===== src/rtl/csi_pkg.sv =====
// Shared CSI-2 packet-header constants, syndrome type and Hamming parity function.
// Latency: n/a (declarations only).
// Backpressure: n/a.
package csi_pkg;

    localparam int PH_SIZE   = 32;
    localparam int ECC_SIZE  = 8;
    localparam int DATA_SIZE = PH_SIZE - ECC_SIZE;

    typedef logic [5:0] syndrome_t;

    // Syndrome produced by a single flipped data bit D[k]; each entry is also the
    // set of parity bits that D[k] feeds, so it doubles as the generator matrix.
    localparam syndrome_t COL_SYN [DATA_SIZE] = '{
        6'h07, 6'h0B, 6'h0D, 6'h0E, 6'h13, 6'h15, 6'h16, 6'h19,
        6'h1A, 6'h1C, 6'h23, 6'h25, 6'h26, 6'h29, 6'h2A, 6'h2C,
        6'h31, 6'h32, 6'h34, 6'h38, 6'h1F, 6'h2F, 6'h37, 6'h3B
    };

    function automatic syndrome_t calc_parity(input logic [DATA_SIZE-1:0] d);
        syndrome_t p;
        p = '0;
        for (int k = 0; k < DATA_SIZE; k++) begin
            if (d[k]) begin
                p = p ^ COL_SYN[k];
            end
        end
        return p;
    endfunction

endpackage


===== src/rtl/csi_ecc_syndrome.sv =====
// Combinational parity recompute, syndrome and single-bit correction mask.
// Latency: 0 cycles (pure combinational).
// Backpressure: none.
module csi_ecc_syndrome
    import csi_pkg::*;
(
    input  logic [DATA_SIZE-1:0] data,
    input  syndrome_t            ecc_rx,
    output syndrome_t            syndrome,
    output logic [DATA_SIZE-1:0] corr_mask,
    output logic                 syn_zero,
    output logic                 data_hit,
    output logic                 ecc_hit
);

    assign syndrome = ecc_rx ^ calc_parity(data);
    assign syn_zero = (syndrome == '0);
    assign ecc_hit  = $onehot(syndrome);

    always_comb begin
        corr_mask = '0;
        data_hit  = 1'b0;
        for (int k = 0; k < DATA_SIZE; k++) begin
            if (syndrome == COL_SYN[k]) begin
                corr_mask[k] = 1'b1;
                data_hit     = 1'b1;
            end
        end
    end

endmodule


===== src/rtl/csi_ph_ecc_decoder.sv =====
// CSI-2 packet-header ECC checker/corrector with saturating error counters; CSI_ECC_RSVD_CHECK_EN flags nonzero reserved bits.
// Latency: 1 cycle, one header per cycle.
// Backpressure: none; a header presented with ph_valid is always consumed.
module csi_ph_ecc_decoder
    import csi_pkg::*;
#(
    parameter int CNT_W = 16
) (
    input  logic                 clk,
    input  logic                 rst_n,
    input  logic                 ph_valid,
    input  logic [PH_SIZE-1:0]   ph_in,
    input  logic                 cnt_clr,
    output logic [DATA_SIZE-1:0] ph_out,
    output logic                 ph_out_valid,
    output logic                 no_error,
    output logic                 corrected_error,
    output logic                 error,
    output syndrome_t            syndrome,
    output logic [CNT_W-1:0]     corr_cnt,
    output logic [CNT_W-1:0]     uncorr_cnt
);

    syndrome_t            syn_c;
    logic [DATA_SIZE-1:0] corr_mask;
    logic                 syn_zero;
    logic                 data_hit;
    logic                 ecc_hit;
    logic                 rsvd_bad;

    logic [DATA_SIZE-1:0] data_d;
    logic                 no_err_d;
    logic                 corr_d;
    logic                 err_d;

    csi_ecc_syndrome u_syn (
        .data      (ph_in[DATA_SIZE-1:0]),
        .ecc_rx    (ph_in[DATA_SIZE+5:DATA_SIZE]),
        .syndrome  (syn_c),
        .corr_mask (corr_mask),
        .syn_zero  (syn_zero),
        .data_hit  (data_hit),
        .ecc_hit   (ecc_hit)
    );

`ifdef CSI_ECC_RSVD_CHECK_EN
    assign rsvd_bad = |ph_in[PH_SIZE-1:PH_SIZE-2];
`else
    logic unused_rsvd;
    assign unused_rsvd = ^ph_in[PH_SIZE-1:PH_SIZE-2];
    assign rsvd_bad    = 1'b0;
`endif

    always_comb begin
        no_err_d = syn_zero;
        corr_d   = data_hit | ecc_hit;
        err_d    = ~(syn_zero | data_hit | ecc_hit);
        data_d   = ph_in[DATA_SIZE-1:0] ^ corr_mask;
        if (rsvd_bad) begin
            no_err_d = 1'b0;
            corr_d   = 1'b0;
            err_d    = 1'b1;
            data_d   = ph_in[DATA_SIZE-1:0];
        end
    end

    // Data and syndrome hold across idle cycles; status flags are per-header pulses.
    always_ff @(posedge clk or negedge rst_n) begin
        if (!rst_n) begin
            ph_out          <= '0;
            syndrome        <= '0;
            ph_out_valid    <= 1'b0;
            no_error        <= 1'b0;
            corrected_error <= 1'b0;
            error           <= 1'b0;
        end else begin
            ph_out_valid    <= ph_valid;
            no_error        <= ph_valid & no_err_d;
            corrected_error <= ph_valid & corr_d;
            error           <= ph_valid & err_d;
            if (ph_valid) begin
                ph_out   <= data_d;
                syndrome <= syn_c;
            end
        end
    end

    always_ff @(posedge clk or negedge rst_n) begin
        if (!rst_n) begin
            corr_cnt   <= '0;
            uncorr_cnt <= '0;
        end else if (cnt_clr) begin
            corr_cnt   <= '0;
            uncorr_cnt <= '0;
        end else begin
            if (ph_valid && corr_d && (corr_cnt != {CNT_W{1'b1}})) begin
                corr_cnt <= corr_cnt + CNT_W'(1);
            end
            if (ph_valid && err_d && (uncorr_cnt != {CNT_W{1'b1}})) begin
                uncorr_cnt <= uncorr_cnt + CNT_W'(1);
            end
        end
    end

endmodule


===== config.mk =====
export PLATFORM = sky130hd
export DESIGN_NAME = csi_ph_ecc_decoder
export DESIGN_NICKNAME = d
export VERILOG_FILES = /design/src/rtl/csi_pkg.sv /design/src/rtl/csi_ecc_syndrome.sv /design/src/rtl/csi_ph_ecc_decoder.sv
export SDC_FILE = /design/constraint.sdc
export NUM_CORES = 1
export LEC_CHECK = 0
export CORE_ASPECT_RATIO = 2
export CORE_MARGIN = 2
export CORE_UTILIZATION = 45
export CTS_CLUSTER_SIZE = 30
export DETAILED_ROUTE_END_ITERATION = 8
export GPL_TIMING_DRIVEN = 0
export MAX_ROUTING_LAYER = met4
export PLACE_DENSITY_LB_ADDON = 0.3
export SLEW_MARGIN = 20
export SYNTH_ARGS = -nofsm -noshare
export SYNTH_HDL_FRONTEND = slang
export SYNTH_HIERARCHICAL = 1
export SYNTH_SLANG_ARGS = --single-unit

===== constraint.sdc =====
create_clock -name clk -period 2.4 [get_ports clk]
set_input_delay 0.48 -clock clk [delete_from_list [all_inputs] [get_ports clk]]
set_output_delay 0.48 -clock clk [all_outputs]
set_load 0.01 [all_outputs]

* Word level (Yosys, flattened, before mapping)
Index checks and enable logic that the tools add are counted.
** Storage, ports and cells
- Latch bits :: 0
- Memories :: 0
- Bits in writable memories :: 0
- Input bits :: 36
- Memory bits (read-only) :: 0
- Word-level logic and storage cells :: 156
- Register bits after elaboration :: 66
- Output and inout bits :: 66
** Cells by class
- Add/subtract/negate cells :: 7
- Shift operators :: 0
- Equal/unequal tests :: 27
- Order comparisons :: 0
- Reduce and logical (&&, ||, !) cells :: 7
- Muxes and demuxes :: 75
- Div/mod/pow operators :: 0
- Multiply operators :: 0
- Bitwise gates (word level) :: 32
** Operators by type and width (count)
- == test 6 bit (second input constant) :: 13
- 2-to-1 mux 6 bit :: 13
- 2-to-1 mux 16 bit :: 4
- NOT 3 bit :: 16
- 2-to-1 mux 1 bit :: 47
- == test 6 x 5 -> 1 bit (second input constant) :: 7
- 2-to-1 mux 5 bit :: 7
- adder 16 x 1 -> 16 bit (second input constant) :: 2
- inequality test 16 bit (second input constant) :: 2
- XOR 24 bit :: 1
- NOT 5 bit :: 4
- == test 6 x 4 -> 1 bit (second input constant) :: 3
- 2-to-1 mux 4 bit :: 3
- NOT 2 -> 3 bit :: 3
- adder 1 x 1 -> 2 bit :: 3
- adder 3 bit :: 2
- == test 6 x 3 -> 1 bit (second input constant) :: 1
- logical NOT 6 bit :: 1
- XOR 6 bit :: 1
- logical AND 1 bit :: 4
- nonzero test 2 bit :: 2
- bitwise AND 1 bit :: 3
- == test 3 x 1 -> 1 bit (second input constant) :: 1
- 2-to-1 mux 3 bit :: 1
- 2 further kinds :: 4

* Depth between registers and ports, before layout
- Depth in word-level cells :: 80
- Gate-level depth with buffers :: 16
- Depth with buffers taken out :: 16

* Modules after synthesis
The synthesis kept the hierarchy.
** Modules (own cells, without submodules)
- csi_ph_ecc_decoder :: area an instance 3273.1 um^2, times used 1, sequential area each 1651.6 um^2, cells each 329
- csi_ecc_syndrome :: area an instance 1111.1 um^2, times used 1, sequential area each 0.0 um^2, cells each 121

* Least setup slack after synthesis
OpenSTA, ideal clock, no wires.
- Path type :: input to register
- Start point :: in ph_in[22]
- End point :: reg uncorr_cnt[11]
- Setup time :: 0.125 ns
- Slack :: -2.454 ns
- Path buffers :: 0
- Stages :: 15
- Data arrival time :: 4.729 ns
- Data required time :: 2.275 ns
- Path through :: xnor3_2 > xnor2_1 > xnor2_1 > xor2_1 > inv_1 > fa_1 > inv_1 > fa_1 > nor2_1 > fa_1 > nor3_1 > or4b_4 > or3_1 > nor4_1 > mux2_2
** On the way
- Elaborated cells on any way between the ends :: 65
- Classes of those cells :: add/sub (5); eq/ne (25); mux (26); bitwise (5); reduce/logical (4)
** RTL lines
- start, declared :: line csi_ph_ecc_decoder.sv:12 : input logic [PH_SIZE-1:0] ph_in,
- 2-to-1 mux 6 bit * :: line csi_pkg.sv:24 : if (d[k]) begin
- NOT 5 bit (no line)
- 2-to-1 mux 6 bit * :: line csi_pkg.sv:24
- XOR 6 bit * :: line csi_ecc_syndrome.sv:16 : assign syndrome = ecc_rx ^ calc_parity(data);
- net syn_c[0] :: line csi_ph_ecc_decoder.sv:24 : syndrome_t syn_c;
- adder 1 x 1 -> 2 bit (not written as such) * :: line csi_ecc_syndrome.sv:18 : assign ecc_hit = $onehot(syndrome);
- adder 3 bit (not written as such) * (2 in a row) :: line csi_ecc_syndrome.sv:18
- == test 3 x 1 -> 1 bit * :: line csi_ecc_syndrome.sv:18
- net ecc_hit :: line csi_ph_ecc_decoder.sv:28 : logic ecc_hit;
- bitwise OR 1 bit * :: line csi_ph_ecc_decoder.sv:57 : err_d = ~(syn_zero | data_hit | ecc_hit);
- NOT 1 bit * :: line csi_ph_ecc_decoder.sv:57
- logical AND 1 bit * (2 in a row) :: line csi_ph_ecc_decoder.sv:99 : if (ph_valid && err_d && (uncorr_cnt != {CNT_W{1'b1}})) begin
- nonzero test 2 bit (no line) *
- end signal, assigned :: line csi_ph_ecc_decoder.sv:100 : uncorr_cnt <= uncorr_cnt + CNT_W'(1);
- end, declared :: line csi_ph_ecc_decoder.sv:21 : output logic [CNT_W-1:0] uncorr_cnt
The timed path passes the listed nets; every way through them passes the cells marked *.
A chain may end at the register's enable or synchronous reset.

* Worst setup path in the final report
- Start point :: in ph_in[22]
- End point :: reg uncorr_cnt[9]
Same word-level chain as after synthesis.

==> run summary <==
Post-synth EDFFs = 0
Clock root buffer = clkbuf_16
CP Data Arrival Time = 5.05 ns
Proportion of netlist area held by the largest area contributor = 37.7%
First-pass GRT wire length = 22,200 um
Final non-filler cell total = 748
Part of the cycle the worst path needs = 199%
Slew @ Worst Pin = 1.20 ns
Pre-CTS setup slack = -3.65 ns
Lkg Pwr = 3.00 nW
Rows = 51
Most frequent cell after synthesis = dfrtp_1
CTS H-Tree Depth = 3
Library cells used by synthesis = 54
Worst setup SP type = input pin
DRT antenna net count = 0
Status = complete, but fails checks
Yosys warns = 6
Final min period = 4.79 ns
FMAX = 209 MHz
Setup violations, final = 60
Async SR Flop Fraction = 100%
Mapped Nets = 495
TNS Setup = -81.99 ns
Hold Buf Count CTS = 0
# IOs = 102
DRT iter0 DRCs = 283
Commonest cells in the netlist = 66 x dfrtp_1, 51 x nor2_1, 51 x xnor2_1
Critical path class = in -> reg
Chip height = 144 um
Top_reg_cell synth = dfrtp_1
MaxCap Viol Count = 0
Worst vdd ir = 1.37 mV
Clk slew on worst S/H paths = 0.05 ns
Placed insts = 681
Sequential share of the synthesized area = 37.7%
Residual DRC = 0
Pins Over Slew Limit = 0
Die width = 73.8 um
Final worst slack = -2.39 ns
Core ar. = 9640 sq um
Mapped Area = 4380 sq um
All-layer global routing usage = 28.4%
GPL Wtd Cong = 0.927
PD cells = 1200 nW/um^2
Drt first pass iters = 5
Main area contributors after synthesis = dfrtp_1 38%, xnor2_1 10%, mux2_2 5.4%
Largest net degree at the start of global routing = 47
RSZ-0062 raised after global routing = yes
Initial antenna violation count = 0
Worst EP required = 2.66 ns
Clk buf depth = 2
Number of global-route vias before repair = 4,309
Starting Density = 45.5%
Drt total wl = 15,700 um
Clk_skew = 0.00379 ns
Synth Register Bits = 66
Final #Nets = 658
Post-DP HPWL = 9550 um
Grt ovf = 0
Failing checks = setup timing
Fraction of layout cells with a size suffix above 1 = 42.0%
Avg Vias per Cell = 5.78
CTS buffer count = 9
Cells after synthesis = 450
Crit end category = flop
CTS tree = done
Area grow syn2layout = 64.2%
Number of port buffers = 98
Max Fanout on Critical Path = 4
Vias = 4,321
Hold Vio Cnt, Final = 0
FF-to-FF setup slack = -0.51 ns
Hold Path Class = in -> async
Drt wl/cell = 21.0 um
Reg2reg path depth = 5
Leading area contributor after synthesis = dfrtp_1
Clk_lat worst skew = 0.33 ns
Clock Sinks = 66
Die ar. = 10,600 sq um
Slew headroom = 19.1%
ANT cells = 0
Mean Syn Cell Area = 9.74 sq um
[stage by stage]
stage          power [W]  hold slack [ns]  cell area (sq um)  util, %
3_3_place_gp     0.00445            0.494               5560     57.7
6_report         0.00864           0.0424               7200     74.7
3_5_place_dp     0.00453            0.396               5580     57.9
5_1_grt          0.00901           0.0585               7200     74.7
2_1_floorplan    0.00348            0.184               4410        -
4_1_cts          0.00747           0.0412               6540     67.8
[cells by family after synthesis]
logic type	Yosys count	share of synthesized area [%]
AOI/OAI and AO/OA	74	10.4
xor gates and xnor gates	73	18.5
adders and majority gates	9	3.08
buffers and inverters	30	3.17
DFF	66	37.7
muxes	24	6.08
and+or+nand+nor	174	21.1
[critical path, cell delays in order]
cell	delay [ns]
buf_8	0.09
xnor3_2	0.47
xnor2_2	0.19
xnor2_2	0.26
xor2_1	0.28
inv_2	0.11
fa_1	0.50
inv_1	0.05
fa_1	0.52
nor2_2	0.05
fa_1	0.51
nor3_2	0.05
or4b_4	0.52
or3_4	0.41
or4_4	0.43
a21oi_2	0.12
[routing by layer]
| layer | vias to the layer above | GRT usage [%] | share of wire, % | wire length, um |
|---|---|---|---|---|
| met5 | - | - | 0 | 0 |
| met4 | 0 | 14.4 | 5.5 | 862 |
| met3 | 63 | 4.35 | 4.5 | 704 |
| met2 | 211 | 52.8 | 57 | 8940 |
| met1 | 2124 | 27.0 | 33 | 5220 |
| li1 | 1923 | - | - | - |
[cell usage in the layout, fill, tap and decap left out, types with 4 or more instances in the layout]
cell	instances
a21oi_1	27
a21oi_2	15
and3_1	10
and3_4	14
and4_1	4
buf_2	4
buf_4	31
buf_6	27
buf_8	5
clkbuf_1	6
clkbuf_16	9
clkbuf_2	12
clkbuf_8	4
clkdlybuf4s50_1	68
dfrtp_1	66
ha_4	4
inv_1	8
mux2_2	14
mux2_4	7
nand2_1	19
nand3_1	6
nand4_1	9
nor2_1	44
nor2_4	6
nor2b_1	15
nor3_1	8
nor4_4	5
o31ai_2	4
or4_4	6
xnor2_1	17
xnor2_2	33
xnor3_1	6
xnor3_2	5
xor2_1	5
xor2_2	4
[report_power, final]
part           switching (W)  internal, W  total (W)
logic                0.00290      0.00310    0.00600
clock network       0.000474     0.000770    0.00124
registers           0.000112      0.00128    0.00140
[what timing repair did]
item                       4_1_cts  5_1_grt
setup buffers                   27       29
cloned                           1        0
resized for setup              168      139
setup endpoints to repair       63       59
pin swaps                       63       62
[path summary, 6_finish.rpt]
kind | endpoint | start
worst max-delay path | uncorr_cnt[9] | ph_in[22]
worst min-delay path | uncorr_cnt[12] | rst_n
worst max register to register | corr_cnt[0] | corr_cnt[1]
worst min register to register | syndrome[4] | syndrome[4]
max in group asynchronous | ph_out[15] | rst_n
min in group clk | ph_out[20] | ph_in[20]
[state kept, by name, indices dropped and copies added (netlist names)]
signal	cells
corr_cnt	16
corrected_error	1
error	1
no_error	1
ph_out	24
ph_out_valid	1
syndrome	6
uncorr_cnt	16
[final cells by class]
type,count,area [sq um]
Multi-Input combinational cell,354,3460
Fill cell,626,2440
Sequential cell,66,1650
Timing Repair Buffer,152,1470
Clock buffer,12,267
Tap cell,132,165
Buffer,14,98.8
Inverter,16,77.6
Clock inverter,2,12.5
Note: power is estimated with default switching activity, not from simulation.
